## config.mk

```make
export PLATFORM = sky130hd
export DESIGN_NAME = iddmm_feeder
export DESIGN_NICKNAME = d
export VERILOG_FILES = /design/src/rtl/iddmm_feeder.sv
export SDC_FILE = /design/constraint.sdc
export NUM_CORES = 2
export LEC_CHECK = 0
export CAP_MARGIN = 0
export CELL_PAD_IN_SITES_DETAIL_PLACEMENT = 0
export CELL_PAD_IN_SITES_GLOBAL_PLACEMENT = 1
export CORE_ASPECT_RATIO = 1.75
export CORE_MARGIN = 2
export CORE_UTILIZATION = 35
export DETAILED_ROUTE_END_ITERATION = 10
export PLACE_DENSITY_LB_ADDON = 0.1
export SYNTH_ARGS = -nofsm -noshare
export SYNTH_HDL_FRONTEND = slang
export SYNTH_SLANG_ARGS = --single-unit
```

## constraint.sdc

```tcl
create_clock -name clk -period 25.1 [get_ports clk]
set_clock_uncertainty 0.05 [all_clocks]
set_input_delay 6.275 -clock clk [delete_from_list [all_inputs] [get_ports clk]]
set_output_delay 6.275 -clock clk [all_outputs]
set_load 0.1 [all_outputs]
```

## src/rtl/iddmm_feeder.sv

```systemverilog
// Job front-end for the IDDMM Montgomery core: streams operands into the core RAMs,
// hands the job to the core, buffers its N result words and replays them with backpressure.
//
// state   | meaning
// IDLE    | waiting for x[0]; result drain may still be running
// LD_X    | writing x words 1..N-1
// LD_Y    | writing y words
// LD_M    | writing m words (full mode only)
// LD_M1   | latching the m1 word (full mode only)
// REQ     | waiting for an empty result buffer, then requesting the core
// WAIT    | granted, waiting for the first result word
// COLLECT | capturing result words into the buffer
module iddmm_feeder #(
  parameter int K      = 128,
  parameter int N      = 32,
  parameter int ADDR_W = $clog2(N)
) (
  input  logic              clk,
  input  logic              rst,
  input  logic              s_valid,
  output logic              s_ready,
  input  logic [K-1:0]      s_data,
  input  logic              s_reuse_m,
  output logic [2:0]        wr_ena,
  output logic [ADDR_W-1:0] wr_addr,
  output logic [K-1:0]      wr_x,
  output logic [K-1:0]      wr_y,
  output logic [K-1:0]      wr_m,
  output logic [K-1:0]      wr_m1,
  output logic              task_req,
  input  logic              task_grant,
  input  logic              task_end,
  input  logic [K-1:0]      task_res,
  output logic              r_valid,
  input  logic              r_ready,
  output logic [K-1:0]      r_data,
  output logic              r_last,
  output logic              busy,
  output logic              err
);

  typedef enum logic [2:0] {IDLE, LD_X, LD_Y, LD_M, LD_M1, REQ, WAIT, COLLECT} state_t;

  localparam logic [ADDR_W-1:0] LAST = ADDR_W'(N - 1);

  state_t            state;
  logic              full_mode;
  logic              m_loaded;
  logic              buf_full;
  logic [ADDR_W-1:0] wcnt;
  logic [ADDR_W-1:0] rcnt;
  logic [ADDR_W-1:0] dcnt;
  logic [K-1:0]      res_buf [N];

  logic accept;
  logic collecting;
  logic buf_we;
  logic drain;

  assign accept     = s_valid && s_ready;
  assign collecting = (state == WAIT) || (state == COLLECT);
  assign buf_we     = task_end && collecting;
  assign drain      = r_valid && r_ready;
  assign busy       = (state != IDLE);
  assign r_valid    = buf_full;
  assign r_last     = buf_full && (dcnt == LAST);
  assign r_data     = buf_full ? res_buf[dcnt] : '0;

  always_ff @(posedge clk) begin
    if (buf_we) res_buf[rcnt] <= task_res;
  end

  always_ff @(posedge clk) begin
    if (rst) begin
      state     <= IDLE;
      s_ready   <= 1'b0;
      wr_ena    <= 3'b000;
      wr_addr   <= '0;
      wr_x      <= '0;
      wr_y      <= '0;
      wr_m      <= '0;
      wr_m1     <= '0;
      task_req  <= 1'b0;
      full_mode <= 1'b0;
      m_loaded  <= 1'b0;
      buf_full  <= 1'b0;
      wcnt      <= '0;
      rcnt      <= '0;
      dcnt      <= '0;
      err       <= 1'b0;
    end else begin
      wr_ena <= 3'b000;
      if (accept && state != LD_M1) wr_addr <= wcnt;
      if (task_end && !collecting) err <= 1'b1;

      // Drain runs independently of the FSM; collection never overlaps it.
      if (drain) begin
        if (dcnt == LAST) begin
          dcnt     <= '0;
          buf_full <= 1'b0;
        end else begin
          dcnt <= dcnt + 1'b1;
        end
      end

      case (state)
        IDLE: begin
          s_ready <= 1'b1;
          if (accept) begin
            full_mode <= !(s_reuse_m && m_loaded);
            wr_ena    <= 3'b001;
            wr_x      <= s_data;
            wcnt      <= ADDR_W'(1);
            state     <= LD_X;
          end
        end
        LD_X: if (accept) begin
          wr_ena <= 3'b001;
          wr_x   <= s_data;
          if (wcnt == LAST) begin
            wcnt  <= '0;
            state <= LD_Y;
          end else begin
            wcnt <= wcnt + 1'b1;
          end
        end
        LD_Y: if (accept) begin
          wr_ena <= 3'b010;
          wr_y   <= s_data;
          if (wcnt == LAST) begin
            wcnt    <= '0;
            state   <= full_mode ? LD_M : REQ;
            s_ready <= full_mode;
          end else begin
            wcnt <= wcnt + 1'b1;
          end
        end
        LD_M: if (accept) begin
          wr_ena <= 3'b100;
          wr_m   <= s_data;
          if (wcnt == LAST) begin
            wcnt  <= '0;
            state <= LD_M1;
          end else begin
            wcnt <= wcnt + 1'b1;
          end
        end
        LD_M1: if (accept) begin
          wr_m1    <= s_data;
          m_loaded <= 1'b1;
          s_ready  <= 1'b0;
          state    <= REQ;
        end
        REQ: begin
          if (task_req) begin
            if (task_grant) begin
              task_req <= 1'b0;
              state    <= WAIT;
            end
          end else if (!buf_full) begin
            task_req <= 1'b1;
          end
        end
        WAIT, COLLECT: if (task_end) begin
          state <= COLLECT;
          if (rcnt == LAST) begin
            rcnt     <= '0;
            buf_full <= 1'b1;
            s_ready  <= 1'b1;
            state    <= IDLE;
          end else begin
            rcnt <= rcnt + 1'b1;
          end
        end
        default: state <= IDLE;
      endcase
    end
  end

endmodule

```

Word-level counts from Yosys, hierarchy flattened
Memory sizes are Yosys's and may differ from the RTL's. A register that Yosys moved wholly into a read port is not among the register bits.
Cells that the tools add are included.
Operators by class
  add/subtract/negate cells: 3
  $mul: 0
  div/mod/pow operators: 0
  magnitude comparators: 0
  equal/unequal tests: 24
  shift operators: 0
  muxes and demuxes: 43
  bitwise gates (word level): 0
  reductions and logical operators: 26
Operators by type and width (count)
  $mux 128: 1
  $mux 3: 14
  $mux 5: 7
  $ne 2x2->1 const B: 12
  $pmux 3 s7: 1
  $mux 1: 16
  $add 5x1->5 const B: 3
  $eq 5x5->1 const B: 3
  $eq 3x3->1 const B: 4
  $reduce_and 2->1: 6
  $reduce_and 11->1: 1
  $pmux 5 s2: 1
  $pmux 3 s3: 1
  $logic_and 1x1->1: 7
  $eq 3x2->1 const B: 2
  $reduce_and 6->1: 1
  $pmux 1 s4: 1
  $reduce_bool 4->1: 1
  $reduce_or 2->1: 2
  $eq 3x1->1 const B: 1
  $logic_not 3->1: 1
  $ne 3x3->1 const B: 1
  $reduce_and 3->1: 1
  $reduce_bool 3->1: 1
  6 further kinds: 7
Word-level totals
  bits in registers: 544
  latch bits: 0
  memory bits (writable): 4096
  ROM bits: 0
  input bits: 263
  output and inout bits: 654
  memories kept: 1
Memories
  res_buf: words 32, width 128, read ports 1, clocked after memory_dff 1, wr ports 1, line 53  | logic [K-1:0] res_buf [N];

Longest topological paths before layout
  word-level depth: 6
  depth in mapped cells: 10
  depth with buffers taken out: 8

Worst setup path before layout
Ideal clock, no wire load.
  path type: in2reg
  from: in task_end
  to: mem res_buf[15][0] (enable)
  library setup time: 0.617 ns
  data arrival time: 12.201 ns
  required time: 24.433 ns
  slack: 12.232 ns
  cell stages on the path: 4
  cell sequence: and3_1 clkbuf_1 nand2_1 nor2_1
On the way
  word-level cells in the longest chain between the ends: 3
RTL lines
  from (decl): line 32  | input logic task_end,
  $logic_and 1x1->1: line 62  | assign buf_we = task_end && collecting;
  $mux 1: line 70  | if (buf_we) res_buf[rcnt] <= task_res;
  $mux 1 (implied by the code): line 70
  to (decl): line 53
Every way passes these cells.

==> metrics.yaml <==
die_w_microns: 539
avgSynthCellArea_sq_um: 18.6
seq_area_sq_um: 134000
cp-start-kind: "register"
final_max_slew_viol_count: 0
async_flop_share_pct: 0
antenna_found_initial: 78
drc: 0
die_y_microns: 940
synth_cell_types: 48
fin_setup_tns_ns: 0
dp_cells: 16500
cts_resized: 0
synth_flop_cell: "edfxtp_1"
critPathCaptureType: "output port"
wl_per_cell_microns: 34.5
synthXorXnorAreaFrac_pct: 0
ir_drop_uv: 56.0
status: "completed"
dp_hpwl_microns: 326000
synthCells: 9407
dr_wl_met2_microns: 309000
ys_seq_elements: 4645
final_critical_path_setup_slack_ns: 10.34
dpl-instance-area_sq_um: 192000
cp_slowest_stage_delay_ns: 1.05
fmax_mhz: 67.7
grt_pass1_vias: 97700
drt_iter0_drc: 8298
crit_fanout: 61
p_per_area_nw_per_um2: 75.2
cpMostUsedCell: "buf_4"
hold_depth: 2
fin_cells: 17300
synthMuxAreaShare_pct: 14.6
r2r_start: "state[1]"
syn_to_final_growth_pct: 17.8
synth_top_family_by_area: "multiplexers"
r2r_cells: 6
critPathRequiredTime_ns: 18.77
core_sq_um: 499000
cts_sinks: 4645
finalCritPeriodShare_pct: 58.8
rsz0062_at_grt: "false"
multi_input_area_sq_um: 39000
hold_ws_ns: 0.402
vias_per_cell: 5.46
setup_viol_count_final: 0
dr_wl_met3_microns: 33700
routed_wl_microns: 599000
cap_violations: 0
crit_type: "register to output port"
slew_headroom_pct: 11.8
yosysSeqAreaShare_pct: 76.4
clock-root-buffer: "clkbuf_16"
finalPower_mw: 15.5
port_buffers: 916
gp_congestion: 0.821
final_area_sq_um: 207000
synth-adder-area-share_pct: 0.0642
hold_buffers: 0
final_common_cell: "edfxtp_1"
cts_tree: "yes"
io_pins: 917
path_delay_family: "buffers and inverters"
die_area_sq_um: 507000
cts_buffer_depth: 4
clk_pin_slew_ns: 0.07
initial_core_util_pct: 35.2
yosys_warnings: 0
synth-compound-area-share_pct: 4.21
hold_path_end: "wr_x[60]"
synth-edff-count: 4096
place_ws_ns: 11.19
synth_nets: 9679
ant_nets: 0
cts_buffers: 441
grt_usage_pct: 23.1
crit_chain: "buf_4 > buf_4 > buf_4 > buf_4 > mux4_2 > mux4_2 > o22ai_1 > nor2_1 > clkdlybuf4s50_1"
finalHoldViolCount: 0
fill_cells: 44500
nNetsFinal: 10700
wl_met1_microns: 236000
grt_max_degree: 129
htreeDepth: 5
synthSimpleGateAreaFrac_pct: 3.21
hold_start: "wr_x[60]"
vias: 94600
num_rows: 343
rrSetupSlack_ns: 19.31
finalCriticalPeriod_ns: 14.76
drive_above_1_share_pct: 19.5
grt_pass1_wl_microns: 816000
worstMarginPinSlew_ns: 1.32
clock_latency_ns: 1.02
final_util_pct: 41.4
cp_num_buf_inv: 5
reg2reg_to: "res_buf[5][41]"
grt_overflow: 0
critPathSlowestCell: "dfxtp_4"
total_leakage_power_nw: 61.6
highest_layer: "met5"
worstHoldPathType: "register to register"
cp.arrival_ns: 8.44
postCtsSetupRepairBufs: 0
synth_area_sq_um: 175000
layout_common_cells: "4096 x edfxtp_1, 1043 x nand2_1, 863 x clkdlybuf4s50_1"
dr.pass1.iters: 7
==> synth_stat cells (4+ instances only) <==
cell type	count	area, sq um
a211oi_1	84	631
a21oi_1	577	2890
a221oi_1	128	1120
a22oi_1	83	623
and2_1	5	31.3
and3_1	7	43.8
buf_1	39	146
buf_2	105	526
buf_4	42	315
buf_6	14	158
clkbuf_1	395	1480
dfxtp_1	549	11000
edfxtp_1	4096	123000
ha_1	9	113
mux2_2	343	3860
mux2i_1	427	4270
mux4_2	773	17400
nand2_1	1046	3930
nand2b_1	8	50.1
nand3_1	10	50.1
nand3b_1	4	30.0
nor2_1	151	567
nor2b_1	86	538
nor3_1	6	30.0
nor4_1	41	257
o21ai_0	136	681
o22ai_1	215	1350
or3_1	4	25.0
==> worst reg2reg max path, cell delays in order (launching register included) <==
cell and delay, ns:
dfxtp_1 0.82, and3_1 0.48, nand2_1 0.54, nor2_4 1.06, buf_4 0.75, buf_4 0.83
buf_4 0.85
==> per-layer routing <==
layer | up-vias | GRT usage (%)
met5 | - | 0
met4 | 46 | 7.07
met3 | 756 | 4.08
met2 | 2968 | 41.2
met1 | 51300 | 28.2
li1 | 39500 | -
==> how the worst max path moves through the flow <==
| stage | start | endpoint | depth (start not counted) |
|---|---|---|---|
| final | register | r_data[36] | 9 |
| after CTS | register | r_data[36] | 9 |
| after detailed placement | register | r_data[36] | 9 |
| after floorplan | task_end | res_buf[15][0] | 4 |
| after global placement | register | r_data[36] | 9 |
| after global routing | register | r_data[44] | 9 |
==> flip-flops by register name (all words and copies together), names as in the netlist, 5 cells and up, named ones only <==
register  flops
wr_y        128
wr_m1       128
res_buf    4096
wcnt          5
wr_x        128
rcnt          5
wr_addr       5
wr_m        128
dcnt          5
==> cells by family (layout without fill, tap and decap cells) <==
group,Yosys count,after routing
DFF,4645,4645
muxes,1543,1543
and+or+nand+nor,1378,1378
AOI/OAI and AO/OA,1234,1234
buffers and inverters,598,1954
adders and majority gates,9,9
other,0,18
==> layout make-up <==
class / count / area share, %
inverter: 2 / 0.00363
tap: 6555 / 3.97
clock buffer: 550 / 5.70
antenna: 18 / 0.0218
sequential: 4645 / 64.9
multi-input combinational: 4164 / 18.9
timing repair buffer: 1143 / 5.31
clock inverter: 259 / 1.23
==> where the power goes <==
part	total, mW	internal (mW)	switching [mW]
Clock	6.78	3.80	2.98
Combinational	0.329	0.0676	0.261
Sequential	8.42	8.41	0.00866
Total	15.5	12.3	3.25
(Power assumes the default switching activity.)
